`src/rtl/multi_square_wave_gen_if.sv`:
```
// Configuration port bundle for multi_square_wave_gen.
// The master drives a write request and the slave answers with cfg_ready.
interface multi_square_wave_gen_if #(
  parameter int CHANNELS  = 4,
  parameter int CNT_WIDTH = 24
);
  localparam int CW = (CHANNELS > 1) ? $clog2(CHANNELS) : 1;

  logic                 cfg_valid;
  logic                 cfg_ready;
  logic [CW-1:0]        cfg_chan;
  logic [CNT_WIDTH-1:0] cfg_period;
  logic [CNT_WIDTH-1:0] cfg_high;

  modport master (
    output cfg_valid, cfg_chan, cfg_period, cfg_high,
    input  cfg_ready
  );

  modport slave (
    input  cfg_valid, cfg_chan, cfg_period, cfg_high,
    output cfg_ready
  );
endinterface

```
`src/rtl/multi_square_wave_gen.sv`:
```
// Multi-channel programmable square/PWM wave generator.
// Each channel runs its own period counter; new period/high values are
// staged in shadow registers and applied only at the channel's period
// boundary (or immediately when the channel is disabled), so a period in
// progress always completes with its old values.
// Optional feature macro: WAVE_DUTY_EN (arbitrary high time from cfg_high).
// Without it the high time is period>>1 and cfg_high is ignored.
module multi_square_wave_gen #(
  parameter int CHANNELS       = 4,
  parameter int CNT_WIDTH      = 24,
  parameter int DEFAULT_PERIOD = 12000000
) (
  input  logic                    clk,
  input  logic                    rst,
  input  logic [CHANNELS-1:0]     ch_en,
  multi_square_wave_gen_if.slave  cfg,
  output logic [CHANNELS-1:0]     wave_out,
  output logic [CHANNELS-1:0]     period_tick
);
  localparam int CW = (CHANNELS > 1) ? $clog2(CHANNELS) : 1;
  localparam logic [CNT_WIDTH-1:0] DEF_P = CNT_WIDTH'(DEFAULT_PERIOD);
  localparam logic [CNT_WIDTH-1:0] DEF_H = CNT_WIDTH'(DEFAULT_PERIOD >> 1);
  localparam logic [CNT_WIDTH-1:0] ONE   = CNT_WIDTH'(1);
  localparam logic [CNT_WIDTH-1:0] TWO   = CNT_WIDTH'(2);

  logic [CHANNELS-1:0]  sel;
  logic [CHANNELS-1:0]  pending;
  logic [CNT_WIDTH-1:0] h_cfg;

`ifdef WAVE_DUTY_EN
  assign h_cfg = cfg.cfg_high;
`else
  // Fixed 50% duty: the low half takes the extra cycle for odd periods.
  assign h_cfg = cfg.cfg_period >> 1;
  logic unused_cfg_high;
  assign unused_cfg_high = ^cfg.cfg_high;
`endif

  // Ready is low only while the addressed channel still holds an unapplied
  // write; an out-of-range channel matches no sel bit and so always accepts.
  assign cfg.cfg_ready = ~|(sel & pending);

  generate
    for (genvar gi = 0; gi < CHANNELS; gi++) begin : g_ch
      logic [CNT_WIDTH-1:0] cnt_q, cnt_d;
      logic [CNT_WIDTH-1:0] p_act_q, h_act_q, p_sh_q, h_sh_q;
      logic [CNT_WIDTH-1:0] pe, he;
      logic                 pending_q, wave_q, wave_d, tick_q, tick_d;
      logic                 wrap, xfer, apply;

      assign sel[gi] = (cfg.cfg_chan == CW'(gi));

      // Periods below 2 are stretched to 2; high time is clipped to the period.
      assign pe   = (p_act_q < TWO) ? TWO : p_act_q;
      assign he   = (h_act_q > pe) ? pe : h_act_q;
      assign wrap = (cnt_q == pe - ONE);

      assign cnt_d  = ch_en[gi] ? (wrap ? '0 : cnt_q + ONE) : '0;
      assign wave_d = ch_en[gi] & (cnt_q < he);
      assign tick_d = ch_en[gi] & wrap;

      // A transfer needs pending==0 and an apply needs pending==1,
      // so the two can never hit the same channel in one cycle.
      assign xfer  = cfg.cfg_valid & cfg.cfg_ready & sel[gi];
      assign apply = pending_q & (~ch_en[gi] | wrap);

      // Counter, registered outputs and shadow/active configuration update.
      always_ff @(posedge clk) begin
        if (rst) begin
          cnt_q     <= '0;
          wave_q    <= 1'b0;
          tick_q    <= 1'b0;
          p_act_q   <= DEF_P;
          h_act_q   <= DEF_H;
          p_sh_q    <= DEF_P;
          h_sh_q    <= DEF_H;
          pending_q <= 1'b0;
        end else begin
          cnt_q  <= cnt_d;
          wave_q <= wave_d;
          tick_q <= tick_d;
          if (xfer) begin
            p_sh_q    <= cfg.cfg_period;
            h_sh_q    <= h_cfg;
            pending_q <= 1'b1;
          end else if (apply) begin
            p_act_q   <= p_sh_q;
            h_act_q   <= h_sh_q;
            pending_q <= 1'b0;
          end
        end
      end

      assign pending[gi]     = pending_q;
      assign wave_out[gi]    = wave_q;
      assign period_tick[gi] = tick_q;
    end
  endgenerate
endmodule

```
`src/flat_wrapper.sv`:
```
// flat-port wrapper written by rule: the top's interface ports become plain ports
module multi_square_wave_gen_flat 
#(
  parameter int CHANNELS       = 4,
  parameter int CNT_WIDTH      = 24,
  parameter int DEFAULT_PERIOD = 12000000
)
  (clk, rst, ch_en, wave_out, period_tick, cfg_cfg_valid, cfg_cfg_chan, cfg_cfg_period, cfg_cfg_high, cfg_cfg_ready);
  multi_square_wave_gen_if #(.CHANNELS(CHANNELS), .CNT_WIDTH(CNT_WIDTH)) cfg_i ();
  input  logic clk;
  input  logic rst;
  input  logic [CHANNELS-1:0] ch_en;
  output logic [CHANNELS-1:0] wave_out;
  output logic [CHANNELS-1:0] period_tick;
  input wire logic [$bits(cfg_i.cfg_valid)-1:0] cfg_cfg_valid;
  input wire logic [$bits(cfg_i.cfg_chan)-1:0] cfg_cfg_chan;
  input wire logic [$bits(cfg_i.cfg_period)-1:0] cfg_cfg_period;
  input wire logic [$bits(cfg_i.cfg_high)-1:0] cfg_cfg_high;
  output wire logic [$bits(cfg_i.cfg_ready)-1:0] cfg_cfg_ready;
  assign cfg_i.cfg_valid = cfg_cfg_valid;
  assign cfg_i.cfg_chan = cfg_cfg_chan;
  assign cfg_i.cfg_period = cfg_cfg_period;
  assign cfg_i.cfg_high = cfg_cfg_high;
  assign cfg_cfg_ready = cfg_i.cfg_ready;
  multi_square_wave_gen #(.CHANNELS(CHANNELS), .CNT_WIDTH(CNT_WIDTH), .DEFAULT_PERIOD(DEFAULT_PERIOD)) u_core (.clk(clk), .rst(rst), .ch_en(ch_en), .cfg(cfg_i), .wave_out(wave_out), .period_tick(period_tick));
endmodule
```
`config.mk`:
```
export PLATFORM = sky130hd
export DESIGN_NAME = multi_square_wave_gen_flat
export DESIGN_NICKNAME = d
export VERILOG_FILES = /design/src/rtl/multi_square_wave_gen_if.sv /design/src/rtl/multi_square_wave_gen.sv /design/src/flat_wrapper.sv
export SDC_FILE = /design/constraint.sdc
export NUM_CORES = 1
export LEC_CHECK = 0
export ABC_AREA = 1
export BUFFER_PORTS_ARGS = -buffer_cell sky130_fd_sc_hd__buf_2
export CORE_UTILIZATION = 60
export DETAILED_ROUTE_END_ITERATION = 12
export GPL_TIMING_DRIVEN = 0
export PLACE_DENSITY_LB_ADDON = 0.3
export SYNTH_ARGS = -nofsm -noshare
export SYNTH_HDL_FRONTEND = slang
export SYNTH_SLANG_ARGS = --single-unit
```
`constraint.sdc`:
```
create_clock -name clk -period 6.55 [get_ports clk]
set_clock_uncertainty 0.05 [all_clocks]
set_input_delay 0.655 -clock clk [delete_from_list [all_inputs] [get_ports clk]]
set_output_delay 0.655 -clock clk [all_outputs]
set_load 0.05 [all_outputs]
```
==> impl_summary.log, run 1 <==
INFO  metric total_placed_cells_including_tap_cells = between 3,000 and 4,000
INFO  metric syn_area_per_cell = 6.75 um^2
INFO  metric synth_cells = 3,115
INFO  metric die_x = around 190 um
INFO  metric grt-busiest-layer = met2
INFO  metric tritoncts_clock_tree = done
INFO  metric grt.overflow.total = 0
INFO  metric max_slew_margin = 32.9%
INFO  metric clock_power_share = about 46%
INFO  metric cp_max_fanout = 10
INFO  metric cts_made_buffers = 35
INFO  metric startpoint_type = flip-flop
INFO  metric drt_wl_cell = 15.4 um
INFO  metric clock_tree.buffer_depth = 3
INFO  metric multiInputGateArea = around 13,000 um^2
INFO  metric detail_route.drc_violations = 0
INFO  metric placementRows = 68
INFO  metric floorplan.die.height = between 150 and 200 um
INFO  metric power.share.sequential = between 40% and 50%
INFO  metric intPower = ~0.0033 W
INFO  metric gr-usage-met3 = under 10%
INFO  metric final-max-slew-violation-count = 0
INFO  metric drive_gt1_share = 6.43%
INFO  metric antenna-diode-count = 0
INFO  metric netlist_area = 21,000 um^2
INFO  metric fillerInstances = 3,195
INFO  metric end_kind = flip-flop
INFO  metric area_growth_syn_to_layout = 9.50%
INFO  metric finalSetupTns = 0 ps
INFO  metric tritonroute_pass_1_iters = 5
INFO  metric total_switching_power = ~0.0012 W
INFO  metric mostFrequentLayoutCells = sky130_fd_sc_hd__nand2_1, sky130_fd_sc_hd__inv_1, sky130_fd_sc_hd__nor2_1, sky130_fd_sc_hd__dfxtp_1, sky130_fd_sc_hd__nand3_1
INFO  metric ir_drop = 0.000313 V
INFO  metric synth_async_sr_flop_share = 0%
INFO  metric finalWorstPathRequiredPeriod = between 4000 and 5000 ps
INFO  metric die_area = about 36,000 um^2
INFO  metric finish.net_count = 3,444
INFO  metric cts_htree_levels = 2
INFO  metric antenna_left = 0
INFO  metric initial_utilization = 60.8%
INFO  metric share_comb_of_total_power = 11.2%
INFO  metric vias_per_cell = 5.59
INFO  metric hold_path_class = reg2reg
INFO  metric io-pin-count = 66
INFO  metric placement.io_buffers = 40
INFO  metric clk_pin_slew = 60 ps
INFO  metric synth_seq_cells = 300
INFO  metric tritoncts_num_sinks = 300
INFO  metric cp.arrival = 4950 ps
INFO  metric number_of_vias_after_detailed_routing = approximately 20,000
INFO  metric postCtsHoldBufs = 0
INFO  metric final_hold_viol_count = 0
INFO  metric power.share.switching = a little over a quarter
INFO  metric yosysWarnings = 0
INFO  metric largest_net_degree_at_the_start_of_global_routing = 15
INFO  metric gpl.final_weighted_congestion = between 0.9 and 1
INFO  metric post-dp-hpwl = 44,700 um
INFO  metric place_area = 21,800 um^2
INFO  metric clock_tree.root_cell = sky130_fd_sc_hd__clkbuf_16
INFO  metric critical_path_required = about 7000 ps
INFO  metric cts-resized-gates = 0
INFO  metric grt_first_pass_wirelength = 94,100 um
INFO  metric max_freq = 0.218 GHz
INFO  metric grt_pass1_vias = 19,800
INFO  metric layout.area.seq = 6010 um^2
INFO  metric ys_seq_area_share = between 20% and 30%
INFO  metric first_iter_violations = 1,496
INFO  metric rsz_0062_raised_after_global_routing = false
INFO  metric wl = 56,600 um
INFO  metric synth-main-ff-cell = sky130_fd_sc_hd__dfxtp_1
INFO  metric static-leakage-power = about 11 nW
INFO  metric period_share = 70.1%
INFO  metric post_cts_buffers = 0
INFO  metric final_area = approximately 23,000 um^2
INFO  metric antenna_found_initial = 0
INFO  metric source_to_sink_clock_delay_at_the_later_pin_of_the_worst_skew_pair = 550 ps
INFO  metric timing.setup.critical_path_class = reg2reg
INFO  metric track_usage = 31.9%
INFO  metric stdcell_count = ~3,700
INFO  metric setup_viol_count_final = 0
INFO  metric tightestPinTransition = 999 ps
INFO  metric cellPowerDensity = 196 nW/um^2
INFO  metric netlist-cell-type-count = 57
INFO  metric final_common_cell = sky130_fd_sc_hd__nand2_1
INFO  metric placeableCoreArea = 34,500 um^2
INFO  metric outcome = complete, no violations
INFO  metric global_route.usage.met2 = 56.2%
INFO  metric drv.max_cap_violation_count = 0
INFO  metric grt_use_met1 = 37.7%
INFO  metric number_of_enable_flip_flop_cells_after_synthesis = 0
per-stage QoR:
stage                     hold slack [ps]  utilization (%)  power, W  worst slack [ps]
after global routing                  402             66.6   0.00466              1560
after detailed placement              393             63.1   0.00246              2020
final                                 406             66.6   0.00451              1960
after CTS                             378             66.6   0.00452              2010
after floorplan                       380                -   0.00231              2880
after global placement                391             63.1   0.00244              2060
registers in the layout (all words and copies together), names as in the netlist:
register	cells
u_core.g_ch.cnt_q	96
u_core.g_ch.p_act_q	96
u_core.g_ch.p_sh_q	96
u_core.g_ch.pending_q	4
u_core.g_ch.tick_q	4
u_core.g_ch.wave_q	4
cell families (layout without fill, tap and decap cells):
kind of cell / after synthesis / after routing / share of synthesized area, %
compound gates: 442 / 442 / 11.1
xor+xnor: 161 / 161 / 6.91
fa+ha+maj: 192 / 192 / 11.4
buf+inv: 465 / 564 / 9.13
flops: 300 / 300 / 28.6
other cells: 1 / 4 / 0.0178
simple gates: 1554 / 1554 / 32.8
synthesized netlist by cell type, drive strengths merged (2+ instances only):
cell type  count  share of area, %
a221oi         2             0.083
nand2        703                13
xor2         101               4.2
a211oi        11              0.39
xnor2         57               2.4
nand3b        12              0.43
o211ai         7              0.25
buf           48               1.6
dfxtp        300                29
nor2         357               6.7
o211a          2             0.095
a31oi          5              0.15
clkbuf        69               1.2
ha           192                11
o21ai        192               4.6
xnor3          3              0.32
nor3          66               1.7
o21a           2             0.071
a21oi        207               4.9
a21boi         2             0.071
a31o           2             0.083
o2111ai        2             0.083
nor3b         27               1.1
and3           4              0.12
nand3        300               7.3
nand4         62               1.9
o21bai         4              0.14
inv          348               6.2
or2            5              0.15
nor4          17              0.54
routing by layer:
| metal | vias up | share of wire (%) |
|---|---|---|
| li1 | 10400 | - |
| met1 | 9367 | 43 |
| met2 | 585 | 48 |
| met3 | 164 | 5.0 |
| met4 | 0 | 4.8 |
| met5 | - | 0 |
area by class of cell:
type                       instances  area share, %
multi-input combinational       2353           56.9
sequential                       300           26.1
inverter                         348           5.70
clock buffer                      46           4.39
buffer                           117           2.64
tap                              455           2.47
clock inverter                    13          0.892
timing repair buffer              40          0.870
power by group through the flow:
stage                     registers (W)  clock network [W]  logic (W)
after floorplan                 0.00195                  0   0.000364
after global placement          0.00196                  0   0.000476
after detailed placement        0.00196                  0   0.000496
after CTS                       0.00192            0.00210   0.000500
after global routing            0.00193            0.00216   0.000570
final                           0.00192            0.00208   0.000507
critical path, stage by stage (launching register included):
cell	delay, ps
sky130_fd_sc_hd__dfxtp_1	370
sky130_fd_sc_hd__inv_1	170
sky130_fd_sc_hd__nand2_1	70
sky130_fd_sc_hd__nor2_1	160
sky130_fd_sc_hd__nand2_1	110
sky130_fd_sc_hd__nor2_1	230
sky130_fd_sc_hd__nand2_2	160
sky130_fd_sc_hd__nand2_1	110
sky130_fd_sc_hd__inv_1	60
sky130_fd_sc_hd__ha_1	260
sky130_fd_sc_hd__inv_1	50
sky130_fd_sc_hd__nor2_1	80
sky130_fd_sc_hd__nor2_1	50
sky130_fd_sc_hd__o21a_1	160
sky130_fd_sc_hd__o21ai_0	150
sky130_fd_sc_hd__nand2_1	60
sky130_fd_sc_hd__nand2_1	100
sky130_fd_sc_hd__nand2_1	180
sky130_fd_sc_hd__clkbuf_1	300
sky130_fd_sc_hd__nand2_1	110
sky130_fd_sc_hd__o21ai_0	100
sky130_fd_sc_hd__ha_1	320
sky130_fd_sc_hd__nand2_1	60
sky130_fd_sc_hd__or4_1	560
sky130_fd_sc_hd__a31o_2	250
sky130_fd_sc_hd__o2111ai_1	90
sky130_fd_sc_hd__a21oi_1	90
worst paths after layout:
| kind | start | endpoint | slack (ps) | cells past startpoint |
|---|---|---|---|---|
| setup / recovery | u_core.g_ch[3].p_act_q[8] | u_core.g_ch[3].wave_q | 1960 | 26 |
| hold / removal | u_core.g_ch[3].p_sh_q[18] | u_core.g_ch[3].p_sh_q[18] | 410 | 2 |
| setup reg to reg | u_core.g_ch[3].p_act_q[8] | u_core.g_ch[3].wave_q | 1960 | 26 |
| hold reg to reg | u_core.g_ch[3].p_sh_q[18] | u_core.g_ch[3].p_sh_q[18] | 410 | 2 |
Note: power is estimated with default switching activity, not from simulation.
==> inputs of run 2 (changes only) <==
Settings changed: ABC_AREA 1 to 0.
Clock period 6.55 ns to 4.5 ns, I/O delays scaled along.
==> impl_summary.log, run 2 <==
INFO  metric io-pin-count = 66 (unchanged)
INFO  metric crit_end = u_core.g_ch[1].wave_q
INFO  metric synth_async_sr_flop_share = 0% (unchanged)
INFO  metric end_kind = flip-flop
INFO  metric synth_cells = 2,792 (-10%)
INFO  metric synth_top_family_by_area = simple AND/OR/NAND/NOR gates
INFO  metric drt_wl_cell = 20.6 um (+34%)
INFO  metric ys_seq_area_share = 27.4% (-1.2 points)
INFO  metric final_critical_path_setup_slack = -871 ps (-2830 ps)
INFO  metric post_synth_mux_area_share = 6.08% (+6.1 points)
INFO  metric initial_utilization = 61.3% (+0.44 points)
INFO  metric track_usage = 36.7% (+4.8 points)
INFO  metric synthDominantAreaCellType = sky130_fd_sc_hd__dfxtp_1
INFO  metric outcome = complete, but fails checks
INFO  metric multiInputGateArea = 16,000 um^2 (+22%)
INFO  metric rr_endpoint = u_core.g_ch[1].wave_q
INFO  metric largest_net_degree_at_the_start_of_global_routing = 15 (unchanged)
INFO  metric area_growth_syn_to_layout = 24.5%
INFO  metric syn_area_per_cell = 7.84 um^2 (+16%)
INFO  metric total_placed_cells_including_tap_cells = 3,295 (-8.8%)
INFO  metric place_area = 23,100 um^2 (+5.8%)
INFO  metric setup_viol_count_final = 52 (+52)
INFO  metric tightestPinTransition = 1300 ps (+300 ps)
INFO  metric grt_first_pass_wirelength = 110,000 um (+16%)
INFO  metric cp_max_fanout = 6 (-4)
INFO  metric synth_top_cell_area_share = 27.4% (-1.2 points)
INFO  metric final_area = 27,300 um^2 (+18%)
INFO  metric cellPowerDensity = 230 nW/um^2 (+17%)
INFO  metric placementRows = 69 (+1.5%)
INFO  metric rsz_0062_raised_after_global_routing = true
INFO  metric grt_pass1_vias = 21,300 (+7.7%)
INFO  metric yosysMostFrequentCell = sky130_fd_sc_hd__nand2_1
INFO  metric final_common_cell = sky130_fd_sc_hd__nand2_1
INFO  metric synth_simple_gate_area_share = 27.2% (-5.7 points)
INFO  metric wl = 72,500 um (+28%)
INFO  metric synthXorXnorAreaFrac = 7.52% (+0.61 points)
INFO  metric share_comb_of_total_power = 7.4% (-3.8 points)
INFO  metric die_area = 37,300 um^2 (+4.2%)
INFO  metric clock_tree.buffer_depth = 3 (unchanged)
INFO  metric synth_seq_cells = 300 (unchanged)
INFO  metric hold_path_class = in2reg
INFO  metric tritoncts_clock_tree = done
INFO  metric intPower = 0.00466 W (+40%)
INFO  metric fillerInstances = 2,484 (-22%)
INFO  metric postCtsHoldBufs = 0 (unchanged)
INFO  metric cts_htree_levels = 2 (unchanged)
INFO  metric max_slew_margin = 12.8% (-20 points)
INFO  metric synth_top_cells_by_count = sky130_fd_sc_hd__nand2_1, sky130_fd_sc_hd__dfxtp_1, sky130_fd_sc_hd__nor2_1
INFO  metric netlist_area = 21,900 um^2 (+4.2%)
INFO  metric stdcell_count = 3,517 (-4.2%)
INFO  metric postLayoutCoreUtil = 76.3% (+9.7 points)
INFO  metric registers_with_the_most_flip_flops = u_core.g_ch.cnt_q x96, u_core.g_ch.p_act_q x96, u_core.g_ch.p_sh_q x96
INFO  metric mostFrequentLayoutCells = sky130_fd_sc_hd__nand2_1, sky130_fd_sc_hd__dfxtp_1, sky130_fd_sc_hd__nor2_1, sky130_fd_sc_hd__ha_1, sky130_fd_sc_hd__a21oi_1
INFO  metric cts_made_buffers = 36 (+2.9%)
INFO  metric final_hold_viol_count = 0 (unchanged)
INFO  metric tritonroute_pass_1_iters = 8 (+3)
INFO  metric number_of_vias_after_detailed_routing = 22,600 (+10%)
INFO  metric synth-compound-area-share = 15.0% (+3.9 points)
INFO  metric synthAdderAreaFrac = 11.0% (-0.46 points)
INFO  metric placeableCoreArea = 35,700 um^2 (+3.5%)
INFO  metric antenna-diode-count = 0 (unchanged)
INFO  metric clock_tree.root_cell = sky130_fd_sc_hd__clkbuf_16
INFO  metric antenna_left = 0 (unchanged)
INFO  metric clock_power_share = 48.8% (+2.7 points)
INFO  metric drv.max_cap_violation_count = 0 (unchanged)
INFO  metric grt.overflow.total = 0 (unchanged)
INFO  metric worst-r2r-cell-count = 24 (-7.7%)
INFO  metric source_to_sink_clock_delay_at_the_later_pin_of_the_worst_skew_pair = 580 ps (+30 ps)
INFO  metric cp.arrival = 5800 ps (+850 ps)
INFO  metric finish.net_count = 3,279 (-4.8%)
INFO  metric layout.area.seq = 6040 um^2 (+0.60%)
INFO  metric tritoncts_num_sinks = 300 (unchanged)
INFO  metric number_of_enable_flip_flop_cells_after_synthesis = 0 (unchanged)
INFO  metric total_switching_power = 0.00161 W (+37%)
INFO  metric synth-main-ff-cell = sky130_fd_sc_hd__dfxtp_1
INFO  metric synth.top_cells.by_area = sky130_fd_sc_hd__dfxtp_1, sky130_fd_sc_hd__ha_1, sky130_fd_sc_hd__mux2i_1, sky130_fd_sc_hd__nand2_1, sky130_fd_sc_hd__nor2_1
INFO  metric yosysWarnings = 0 (unchanged)
INFO  metric placement.io_buffers = 39 (-2.5%)
INFO  metric floorplan.die.height = 193 um (+2.1%)
INFO  metric finalWorstPathRequiredPeriod = 5370 ps (+780 ps)
INFO  metric timing.setup.critical_path_class = reg2reg
INFO  metric ir_drop = 0.000316 V (+1.2%)
INFO  metric first_iter_violations = 2,591 (+73%)
INFO  metric static-leakage-power = 10.9 nW (+3.0%)
INFO  metric post-dp-hpwl = 48,700 um (+9.2%)
INFO  metric power.share.switching = 25.7% (-0.43 points)
INFO  metric clk_pin_slew = 70 ps (about the same)
INFO  metric critical_path_required = 4930 ps (-1980 ps)
INFO  metric max_freq = 0.186 GHz (-15%)
INFO  metric die_x = 193 um (+2.1%)
INFO  metric antenna_found_initial = 2 (+2)
INFO  metric final-max-slew-violation-count = 0 (unchanged)
INFO  metric worst_setup_path_startpoint = u_core.g_ch[1].p_act_q[3]
INFO  metric gpl.final_weighted_congestion = 0.979 (+1.7%)
INFO  metric timing.reg2reg.setup_slack = -870 ps (-2830 ps)
INFO  metric startpoint_type = flip-flop
INFO  metric vias_per_cell = 6.44 (+15%)
INFO  metric netlist-cell-type-count = 86 (+51%)
INFO  metric failed_checks = negative setup slack
INFO  metric drive_gt1_share = 19.0% (+13 points)
INFO  metric reg2reg_from = u_core.g_ch[1].p_act_q[3]
INFO  metric detail_route.drc_violations = 0 (unchanged)
INFO  metric period_share = 119% (+49 points)
INFO  metric power.share.sequential = 43.7% (+1.0 points)
==> run 2: cell count changes after synthesis, sizes merged, moves of 36 or more <==
| cell | previous run | this run |
|---|---|---|
| a21o | 1 | 53 |
| a21oi | 207 | 171 |
| clkbuf | 69 | 153 |
| inv | 348 | 115 |
| mux2i | 0 | 124 |
| nand2 | 703 | 308 |
| nand2b | 0 | 94 |
| nand3 | 300 | 91 |
| nor2 | 357 | 284 |
| o21ai | 192 | 47 |
| xnor2 | 57 | 96 |
==> run 2: power by group through the flow <==
| stage | Sequential, W | Combinational (W) | Clock, W |
|---|---|---|---|
| floorplan | 0.00278 | 0.000250 | 0 |
| global placement | 0.00280 | 0.000367 | 0 |
| detailed placement | 0.00280 | 0.000377 | 0 |
| CTS | 0.00274 | 0.000408 | 0.00306 |
| global route | 0.00274 | 0.000494 | 0.00316 |
| finish | 0.00274 | 0.000467 | 0.00306 |
==> run 2: logic make-up after synthesis <==
logic type      count (synthesis)
simple gates                 1182
compound gates                490
buf+inv                       308
flops                         300
fa+ha+maj                     192
xor+xnor                      188
mux                           131
other cells                     1
==> run 2: cell type report <==
type / count / area share [%]
Tap cell: 461 / 2.12
Sequential cell: 300 / 22.2
Clock inverter: 18 / 0.863
Timing Repair Buffer: 212 / 6.66
Inverter: 115 / 1.58
Buffer: 178 / 4.37
Multi-Input combinational cell: 2187 / 58.6
Clock buffer: 46 / 3.59
==> run 2: worst max-delay path: stages, from the launching register on <==
cell,delay (ps)
sky130_fd_sc_hd__dfxtp_2,340
sky130_fd_sc_hd__buf_8,130
sky130_fd_sc_hd__nor3_4,350
sky130_fd_sc_hd__nand3_4,140
sky130_fd_sc_hd__or3_4,440
sky130_fd_sc_hd__and2_4,170
sky130_fd_sc_hd__ha_4,260
sky130_fd_sc_hd__nor2b_4,120
sky130_fd_sc_hd__o21a_1,110
sky130_fd_sc_hd__o21a_1,120
sky130_fd_sc_hd__o21bai_1,100
sky130_fd_sc_hd__a211oi_2,260
sky130_fd_sc_hd__o21bai_1,120
sky130_fd_sc_hd__a21oi_2,220
sky130_fd_sc_hd__clkbuf_8,180
sky130_fd_sc_hd__mux2i_1,200
sky130_fd_sc_hd__ha_1,270
sky130_fd_sc_hd__a21o_1,170
sky130_fd_sc_hd__a21o_1,150
sky130_fd_sc_hd__a21o_1,140
sky130_fd_sc_hd__a21o_1,180
sky130_fd_sc_hd__a2111oi_4,320
sky130_fd_sc_hd__o21ai_2,120
sky130_fd_sc_hd__or4_4,490
sky130_fd_sc_hd__o21ai_2,120
==> run 2: per-stage QoR <==
| stage | setup TNS (ps) | hold slack, ps | setup slack [ps] | power, W |
|---|---|---|---|---|
| after CTS | -27690 | 125 | -810 | 0.00621 |
| after global routing | -20680 | 155 | -1070 | 0.00640 |
| after floorplan | -1150 | 387 | -704 | 0.00303 |
| after detailed placement | -154730 | 397 | -1650 | 0.00317 |
| after global placement | -138150 | 393 | -1540 | 0.00316 |
| final | -10230 | 142 | -871 | 0.00627 |
==> run 2: repair_timing <==
item,4_1_cts,5_1_grt
pin swaps,84,129
endpoints found under the setup margin,203,203
cloned,6,8
resized for setup,221,199
buffers inserted,90,83
==> run 2: per-layer routing <==
layer / vias to the layer above / global-route usage [%] / share of wire [%]
li1: 10400 / - / -
met1: 10700 / 47.4 / 40
met2: 1259 / 59.7 / 46
met3: 315 / 7.06 / 9.6
met4: 6 / 15.4 / 4.3
met5: - / 0.928 / 0.092
==> run 2: worst min-delay path by stage <==
stage	cells past startpoint	from	to	slack, ps
2_1_floorplan	2	u_core.g_ch[0].p_sh_q[0]	u_core.g_ch[0].p_sh_q[0]	390
3_3_place_gp	2	u_core.g_ch[0].p_sh_q[0]	u_core.g_ch[0].p_sh_q[0]	390
3_5_place_dp	2	u_core.g_ch[2].p_sh_q[19]	u_core.g_ch[2].p_sh_q[19]	400
4_1_cts	3	cfg_cfg_period[22]	u_core.g_ch[0].p_sh_q[22]	130
5_1_grt	3	cfg_cfg_period[6]	u_core.g_ch[1].p_sh_q[6]	160
6_report	3	cfg_cfg_period[1]	u_core.g_ch[2].p_sh_q[1]	140
==> inputs of run 3 (changes only) <==
Clock period 4.5 ns to 5.4 ns, I/O delays scaled along.
==> impl_summary.log, run 3 (synthesized netlist as in run 2, its figures left out) <==
INFO  metric outcome = complete, but fails checks
INFO  metric failed_checks = design-rule violations, negative setup slack
INFO  metric grt.overflow.total = 0 (unchanged)
INFO  metric wl = 65,000 um (-10%)
INFO  metric io-pin-count = 66 (unchanged)
INFO  metric finalWorstPathRequiredPeriod = 5410 ps (+35.0 ps)
INFO  metric period_share = 100% (-19 points)
INFO  metric initial_utilization = 61.3% (unchanged)
INFO  metric tightestPinTransition = 1200 ps (-101 ps)
INFO  metric report.power.total = 0.00519 W (-17%)
INFO  metric number_of_vias_after_detailed_routing = 21,300 (-5.9%)
INFO  metric grt_pass1_vias = 20,200 (-5.2%)
INFO  metric cp_slowest_cell = sky130_fd_sc_hd__or4_1
INFO  metric die_area = 37,300 um^2 (unchanged)
INFO  metric cellPowerDensity = 209 nW/um^2 (-8.9%)
INFO  metric first_iter_violations = 1,919 (-26%)
INFO  metric max_freq = 0.185 GHz (-0.65%)
INFO  metric registers_with_the_most_flip_flops = u_core.g_ch.cnt_q x96, u_core.g_ch.p_act_q x96, u_core.g_ch.p_sh_q x96
INFO  metric drive_gt1_share = 11.0% (-8.1 points)
INFO  metric tritoncts_num_sinks = 300 (unchanged)
INFO  metric die_x = 193 um (unchanged)
INFO  metric cp_max_fanout = 6 (unchanged)
INFO  metric total_placed_cells_including_tap_cells = 3,295 (unchanged)
INFO  metric drt_wl_cell = 19.2 um (-6.7%)
INFO  metric grt_first_pass_wirelength = 103,000 um (-5.8%)
INFO  metric critical_path_required = 5830 ps (+900 ps)
INFO  metric post-dp-hpwl = 48,300 um (-0.87%)
INFO  metric vias_per_cell = 6.30 (-2.1%)
INFO  metric cts_made_buffers = 35 (-2.8%)
INFO  metric tritonroute_pass_1_iters = 11 (+3)
INFO  metric tritoncts_clock_tree = done
INFO  metric placement.io_buffers = 39 (unchanged)
INFO  metric timing.setup.critical_path_class = reg2reg
INFO  metric final-max-slew-violation-count = 0 (unchanged)
INFO  metric cpPeakStageDelay = 510 ps (+20 ps)
INFO  metric timing.critical_path.mode_cell = sky130_fd_sc_hd__a21o_1
INFO  metric clock_tree.root_cell = sky130_fd_sc_hd__clkbuf_16
INFO  metric antenna_found_initial = 0 (-2)
INFO  metric antenna-diode-count = 0 (unchanged)
INFO  metric ir_drop = 0.000181 V (-43%)
INFO  metric source_to_sink_clock_delay_at_the_later_pin_of_the_worst_skew_pair = 570 ps (about the same)
INFO  metric clock_tree.buffer_depth = 3 (unchanged)
INFO  metric stdcell_count = 3,381 (-3.9%)
INFO  metric static-leakage-power = 9.89 nW (-9.2%)
INFO  metric postCtsHoldBufs = 0 (unchanged)
INFO  metric gpl.final_weighted_congestion = 1.00 (+2.5%)
INFO  metric mostFrequentLayoutCells = sky130_fd_sc_hd__nand2_1, sky130_fd_sc_hd__dfxtp_1, sky130_fd_sc_hd__nor2_1, sky130_fd_sc_hd__ha_1, sky130_fd_sc_hd__a21oi_1
INFO  metric track_usage = 34.5% (-2.3 points)
INFO  metric antenna_left = 0 (unchanged)
INFO  metric cts_htree_levels = 2 (unchanged)
INFO  metric fillerInstances = 3,003 (+21%)
INFO  metric final_common_cell = sky130_fd_sc_hd__nand2_1
INFO  metric setup_viol_count_final = 1 (-98%)
INFO  metric detail_route.drc_violations = 6 (+6)
INFO  metric floorplan.die.height = 193 um (unchanged)
INFO  metric clk_pin_slew = 60 ps (about the same)
INFO  metric placementRows = 69 (unchanged)
INFO  metric final_critical_path_setup_slack = -5.62 ps (+865 ps)
INFO  metric end_kind = flip-flop
INFO  metric final_hold_viol_count = 0 (unchanged)
INFO  metric largest_net_degree_at_the_start_of_global_routing = 14 (-1)
INFO  metric cp.arrival = 5840 ps (+40 ps)
INFO  metric hold_path_class = in2reg
INFO  metric finish.net_count = 3,142 (-4.2%)
INFO  metric area_growth_syn_to_layout = 13.2%
INFO  metric startpoint_type = flip-flop
INFO  metric rsz_0062_raised_after_global_routing = true
INFO  metric drv.max_cap_violation_count = 0 (unchanged)
INFO  metric max_slew_margin = 19.6% (+6.8 points)
INFO  metric placeableCoreArea = 35,700 um^2 (unchanged)
INFO  metric postLayoutCoreUtil = 69.3% (-6.9 points)
INFO  metric crit_chain = nor4_4 > nand2_2 > or3_4 > and2_4 > ha_4 > nor2b_4 > o21a_1 > o21a_1 > o21bai_1 > a211oi_2 > o21bai_1 > a21oi_2 > clkbuf_8 > mux2i_1 > ha_1 > a21o_1 > a21o_1 > a21o_1 > a21o_1 > a2111oi_4 > o21ai_2 > or4_1 > o21ai_1
==> run 3: through the flow <==
stage | hold WS (ps) | cell area (um^2) | setup TNS (ps) | setup slack (ps)
floorplan | 387 | 22000 | -27.2 | -27.2
finish | 261 | 24800 | -5.62 | -5.62
detailed placement | 399 | 22700 | -49210 | -1120
global placement | 392 | 22700 | -38530 | -1050
global route | 252 | 24800 | -553 | -255
CTS | 227 | 24300 | -22.7 | -22.7
==> run 3: cell type report <==
cell class,instances,area (um^2),share of cell area (%)
Clock inverter,15,208,0.838
Tap cell,461,577,2.33
Sequential cell,300,6040,24.4
Buffer,160,787,3.18
Timing Repair Buffer,94,624,2.52
Multi-Input combinational cell,2187,15100,60.8
Inverter,115,432,1.74
Clock buffer,49,1050,4.24
==> run 3: final timing paths <==
check,startpoint,to,slack [ps],cells after the start
setup / recovery,u_core.g_ch[1].p_act_q[5],u_core.g_ch[1].wave_q,-6,23
hold / removal,cfg_cfg_period[1],u_core.g_ch[3].p_sh_q[1],260,3
setup reg to reg,u_core.g_ch[1].p_act_q[5],u_core.g_ch[1].wave_q,-6,23
hold reg to reg,u_core.g_ch[0].p_sh_q[15],u_core.g_ch[0].p_sh_q[15],400,2
==> run 3: routing by layer <==
| layer | part of all wire [%] | up-vias | GRT usage (%) |
|---|---|---|---|
| li1 | - | 10100 | - |
| met1 | 44 | 10200 | 46.3 |
| met2 | 45 | 907 | 55.3 |
| met3 | 8.4 | 146 | 6.44 |
| met4 | 2.6 | 0 | 11.5 |
| met5 | 0 | - | 0 |
==> run 3: timing repair <==
action                                  in CTS  in global routing
endpoints found under the setup margin     173                175
pin swaps                                   14                 35
hold endpoints to repair                     0                  0
buffers inserted                            21                 34
gates cloned                                 0                  0
resized for setup                           65                 73
==> run 3: power by group <==
group          internal (W)  switching, W  total [W]
sequential          0.00225     0.0000348    0.00229
combinational      0.000110      0.000221   0.000331
clock               0.00156       0.00102    0.00258
total               0.00392       0.00127    0.00519
==> run 3: worst max-delay path, delay by kind of cell, from the launching register on <==
kind	cells	cell delay [ps]
buffers and inverters	1	180
AOI/OAI and AO/OA	13	2330
and+or+nand+nor	6	1690
DFF	1	370
adders and majority gates	2	530
muxes	1	180
